**src/rtl/cpu6_idstage.sv**
```systemverilog
// CPU6 decode stage: classifies each fetched instruction, decodes its immediate,
// and holds up to two decoded entries in an in-order skid buffer toward execute.
`ifndef CPU6_XLEN
`define CPU6_XLEN 32
`endif
`ifndef CPU6_IMMTYPE_NONE
`define CPU6_IMMTYPE_NONE 3'd0
`define CPU6_IMMTYPE_I    3'd1
`define CPU6_IMMTYPE_S    3'd2
`define CPU6_IMMTYPE_B    3'd3
`define CPU6_IMMTYPE_U    3'd4
`define CPU6_IMMTYPE_J    3'd5
`endif

module cpu6_immdec (
  input  logic [`CPU6_XLEN-1:0] instr,
  input  logic [2:0]            immtype,
  output logic [`CPU6_XLEN-1:0] imm
);
  // Opcode bits carry no immediate information.
  logic unused_opcode;
  assign unused_opcode = ^instr[6:0];

  always_comb begin
    imm = '0;
    case (immtype)
      `CPU6_IMMTYPE_I: imm = {{20{instr[31]}}, instr[31:20]};
      `CPU6_IMMTYPE_S: imm = {{20{instr[31]}}, instr[31:25], instr[11:7]};
      `CPU6_IMMTYPE_B: imm = {{19{instr[31]}}, instr[31], instr[7], instr[30:25], instr[11:8], 1'b0};
      `CPU6_IMMTYPE_U: imm = {instr[31:12], 12'd0};
      default:         imm = '0;
    endcase
  end
endmodule

module cpu6_idstage (
  input  logic                  clk,
  input  logic                  reset,
  input  logic                  if_valid,
  input  logic [`CPU6_XLEN-1:0] if_instr,
  input  logic [`CPU6_XLEN-1:0] if_pc,
  output logic                  if_ready,
  input  logic                  flush,
  output logic                  id_valid,
  input  logic                  ex_ready,
  output logic [`CPU6_XLEN-1:0] id_instr,
  output logic [`CPU6_XLEN-1:0] id_pc,
  output logic [`CPU6_XLEN-1:0] id_imm,
  output logic [2:0]            id_immtype,
  output logic                  id_illegal
);
  typedef enum logic [1:0] {EMPTY = 2'd0, ONE = 2'd1, TWO = 2'd2} state_e;

  typedef struct packed {
    logic [`CPU6_XLEN-1:0] instr;
    logic [`CPU6_XLEN-1:0] pc;
    logic [`CPU6_XLEN-1:0] imm;
    logic [2:0]            immtype;
    logic                  illegal;
  } entry_t;

  state_e state_q, state_d;
  entry_t head_q, head_d, tail_q, tail_d, in_ent;
  logic   if_ready_q, if_ready_d;
  logic   push, pop;

  logic [2:0]            dec_type;
  logic                  dec_illegal;
  logic [`CPU6_XLEN-1:0] dec_imm, j_imm, in_imm;

  always_comb begin
    dec_type    = `CPU6_IMMTYPE_NONE;
    dec_illegal = 1'b0;
    if (if_instr[1:0] != 2'b11) begin
      dec_illegal = 1'b1;
    end else begin
      case (if_instr[6:0])
        7'b0000011, 7'b0010011, 7'b1100111,
        7'b1110011, 7'b0001111:               dec_type = `CPU6_IMMTYPE_I;
        7'b0100011:                           dec_type = `CPU6_IMMTYPE_S;
        7'b1100011:                           dec_type = `CPU6_IMMTYPE_B;
        7'b0110111, 7'b0010111:               dec_type = `CPU6_IMMTYPE_U;
        7'b1101111:                           dec_type = `CPU6_IMMTYPE_J;
        7'b0110011:                           dec_type = `CPU6_IMMTYPE_NONE;
        default:                              dec_illegal = 1'b1;
      endcase
    end
  end

  cpu6_immdec u_immdec (
    .instr   (if_instr),
    .immtype (dec_type),
    .imm     (dec_imm)
  );

  // The shared decoder has no J format, so jal's immediate is assembled here.
  assign j_imm  = {{11{if_instr[31]}}, if_instr[31], if_instr[19:12], if_instr[20],
                   if_instr[30:21], 1'b0};
  assign in_imm = (dec_type == `CPU6_IMMTYPE_J) ? j_imm : dec_imm;
  assign in_ent = {if_instr, if_pc, in_imm, dec_type, dec_illegal};

  always_ff @(posedge clk or posedge reset) begin
    if (reset) begin
      state_q    <= EMPTY;
      if_ready_q <= 1'b1;
      head_q     <= '0;
      tail_q     <= '0;
    end else begin
      state_q    <= state_d;
      if_ready_q <= if_ready_d;
      head_q     <= head_d;
      tail_q     <= tail_d;
    end
  end

  always_comb begin
    state_d = state_q;
    if (flush) begin
      state_d = EMPTY;
    end else begin
      case (state_q)
        EMPTY:   if (push) state_d = ONE;
        ONE: begin
          if (push && !pop)      state_d = TWO;
          else if (!push && pop) state_d = EMPTY;
        end
        TWO:     if (pop && !push) state_d = ONE;
        default: state_d = EMPTY;
      endcase
    end
  end

  always_comb begin
    id_valid   = (state_q != EMPTY);
    push       = if_valid & if_ready_q;
    pop        = id_valid & ex_ready;
    // Ready is precomputed from the next state so it never depends on ex_ready combinationally.
    if_ready_d = (state_d != TWO);
    if_ready   = if_ready_q;
    id_instr   = head_q.instr;
    id_pc      = head_q.pc;
    id_imm     = head_q.imm;
    id_immtype = head_q.immtype;
    id_illegal = head_q.illegal;
  end

  always_comb begin
    head_d = head_q;
    tail_d = tail_q;
    case (state_q)
      EMPTY: if (push) head_d = in_ent;
      ONE: begin
        if (push && pop) head_d = in_ent;
        else if (push)   tail_d = in_ent;
      end
      TWO: begin
        if (pop) begin
          head_d = tail_q;
          if (push) tail_d = in_ent;
        end
      end
      default: head_d = head_q;
    endcase
  end
endmodule

```
**config.mk**
```make
export PLATFORM = sky130hd
export DESIGN_NAME = cpu6_idstage
export DESIGN_NICKNAME = d
export VERILOG_FILES = /design/src/rtl/cpu6_idstage.sv
export SDC_FILE = /design/constraint.sdc
export NUM_CORES = 1
export LEC_CHECK = 0
export ABC_AREA = 1
export BUFFER_PORTS_ARGS = -buffer_cell sky130_fd_sc_hd__buf_2
export CORE_UTILIZATION = 61
export CTS_CLUSTER_DIAMETER = 40
export DETAILED_ROUTE_END_ITERATION = 8
export GPL_ROUTABILITY_DRIVEN = 1
export PLACE_DENSITY = 0.92
export SLEW_MARGIN = 10
export SYNTH_ARGS = -nofsm -noshare
export SYNTH_HDL_FRONTEND = slang
export SYNTH_HIERARCHICAL = 1
export SYNTH_SLANG_ARGS = --single-unit
```
**constraint.sdc**
```tcl
create_clock -name clk -period 10.6 [get_ports clk]
set_input_delay 1.59 -clock clk [delete_from_list [all_inputs] [get_ports clk]]
set_output_delay 1.59 -clock clk [all_outputs]
set_load 0.03 [all_outputs]
```
==> metrics.yaml <==
cts:
  insertion_delay_ns: 0.52
  numClockSinks: 203
  tritoncts.num_buffers: 26
  cts_setup_buffers: 0
  ctsResizeCount: 0
  htree_levels: 1
  cts_hold_buf: 0
  cts_root_buffer: "clkbuf_16"
  cts_tree: "built"
  cts.path.max_buffers: 3
  clkTransAtPathRegs_ns: 0.06
floorplanning:
  fp.dieW_um: 127.9
  coreArea_sq_mm: 0.01531
  ios: 171
  fp.dieArea_sq_mm: 0.01636
  row_count: 45
  start_util: 0.6316
  die_h_um: 127.9
grt:
  overflow: 0
  grt_use_total: 0.3182
  antenna_found_initial: 0
  grt_max_degree: 141
  grt_pass1_wl_um: 41250
  first_global_vias: 8489
timing:
  fin_skew_ns: 0.01071
  maxSlewHeadroom: 0.3161
  layout_setup_ws_ns: 5.981
  period_share: 0.4357
  fmax_mhz: 216.5
  period_minus_slack_ns: 4.619
  tightest_slew_ns: 1.026
  rsz0062_at_grt: "no"
  finalSetupTns_ns: 0
  hold_viol_final: 0
  setup_violations: 0
  finalMaxSlewViolations: 0
setup_path:
  crit_type: "input pin to flip-flop"
  critPathCaptureType: "flip-flop"
  start_kind: "input pin"
  critPathArrivalTime_ns: 5.06
  worst-r2r-setup-slack_ns: 7.74
  r2r_end: "id_imm[20]"
  cp_data_required_time_ns: 11.04
  r2r-start: "if_ready"
  worst-r2r-cell-count: 8
  worst-path-max-fanout: 56
power_and_ir_drop:
  p_leak_nw: 6.015
  p_per_area_mw_per_mm2: 221.2
  ir_drop_uv: 133.4
final_layout:
  multiInputGateArea_sq_mm: 0.003780
  final_nets: 1430
  fillers: 1111
  register_area_sq_mm: 0.005081
  drive_gt1_frac: 0.2022
  area_growth_pct: 17.18
worst_hold_path:
  min_path_type: "flip-flop to flip-flop"
  hold_start: "id_imm[1]"
  whs_path_depth: 2
  hold-path-endpoint: "id_imm[1]"
drt:
  first_pass_iters: 7
  routedWlPerCell_um: 15.81
  vias: 8823
  drc_errors: 0
  dr.first_iter.drc_count: 897
  vias_per_cell: 5.542
  antenna_left: 0
  totalWireLength_um: 25180
synthesis:
  ys_warn_count: 6
  muxShareOfSynthArea: 0
  ys_types: 27
  synth_edf_count: 0
  async_reset_ff_frac: 1.000
  synth_top_family_by_area: "simple AND/OR/NAND/NOR gates"
  yosys.area_share.simple: 0.2599
  syn_inst: 1233
  syn_area_sq_mm: 0.009673
  synthTopCellsByCount: "485 x nand2_1, 202 x dfrtp_1, 95 x inv_1"
  synthTopCellsByArea: "dfrtp_1 52%, nand2_1 19%, a31oi_1 4.2%"
  synth-compound-area-share: 0.1299
  yosysTopAreaCellShare: 0.5226
  synth_xor_area_frac: 0
  seq_area_frac_synth: 0.5253
  ys_ff_latch: 203
  yosysMostFrequentCell: "nand2_1"
  synthAdderAreaFrac: 0
  synth_fp_nets: 1302
  avgSynthCellArea_sq_um: 7.845
  yosys.area.top_type: "dfrtp_1"
  ys.flop_type: "dfrtp_1"
placement:
  hpwl_um: 15330
  place_ws_ns: 5.665
  place.gp.congestion: 0.8246
  io_buffers: 170
run:
  maxCapViolations: 0
run_status:
  outcome: "complete, no violations"
==> registers in the layout, indices dropped and copies added, names as in the netlist <==
name,count
id_imm,32
if_ready,1
id_illegal,1
id_pc,32
state_q,2
id_immtype,3
id_instr,32
tail_q,100
==> critical path: stages <==
cell	delay, ns
buf_2	0.11
nand2_1	0.15
nor2_2	0.08
nand2_2	0.07
buf_4	0.59
nand3_2	0.60
inv_1	0.38
nand3_2	0.18
nand2_1	0.09
nand2_1	0.42
nand2_1	0.23
inv_1	0.07
nand2_1	0.07
o21ai_1	0.10
nand2_1	0.09
nand2_1	0.07
o21ai_1	0.15
==> layout make-up <==
cell class	instances	share of cell area
Sequential cell	203	0.4483
Multi-Input combinational cell	851	0.3335
Timing Repair Buffer	178	0.08036
Clock buffer	32	0.06391
Inverter	101	0.03466
Tap cell	211	0.02329
Clock inverter	15	0.01579
Antenna cell	1	0.0002208
==> power breakdown <==
part           internal (mW)  switching (mW)  total [mW]
sequential             0.930          0.0836        1.01
clock                  0.562           0.342       0.904
combinational          0.165           0.424       0.590
==> logic make-up after synthesis <==
logic type,count (synthesis)
buffers and inverters,179
and+or+nand+nor,631
DFF,203
AOI/OAI and AO/OA,220
==> worst max path at each step <==
stage	startpoint	cells after the start	slack, ns	to
after detailed placement	if_instr[0]	17	5.67	id_imm[15]
after global routing	if_instr[0]	17	5.73	id_imm[15]
after global placement	if_instr[0]	17	5.77	id_imm[15]
after floorplan	reset	1	3.47	id_illegal
final	if_instr[0]	17	5.98	id_imm[15]
after CTS	if_instr[0]	17	6.11	id_imm[15]
==> per-stage QoR <==
step	instance area, sq um	total power, mW	std cells	util	hold WS (ns)
after global placement	10430	1.581	1544	0.6808	0.4558
after CTS	11330	2.515	1591	0.7398	0.4747
after global routing	11330	2.617	1591	0.7400	0.4984
after floorplan	9673	1.429	1233	-	0.4437
final	11330	2.507	1592	0.7401	0.4741
after detailed placement	10430	1.607	1544	0.6808	0.4599
==> placed cells by master (no fill, tap or decap), drive strengths merged, types with 30 or more instances in the layout <==
| cell type | Yosys | final |
|---|---|---|
| a21oi | 35 | 35 |
| a31oi | 65 | 65 |
| buf | 55 | 178 |
| clkbuf | 23 | 32 |
| dfrtp | 202 | 202 |
| inv | 101 | 103 |
| nand2 | 507 | 507 |
| nand3 | 30 | 30 |
| nor2 | 90 | 90 |
| o21ai | 117 | 117 |
==> per-layer routing <==
| metal | part of all wire | up-vias | GRT usage |
|---|---|---|---|
| met2 | 0.48 | 483 | 0.5361 |
| met3 | 0.088 | 67 | 0.05301 |
| met1 | 0.39 | 4129 | 0.4057 |
| met5 | 0 | - | 0 |
| li1 | - | 4144 | - |
| met4 | 0.036 | 0 | 0.1439 |
(Power assumes the default switching activity.)
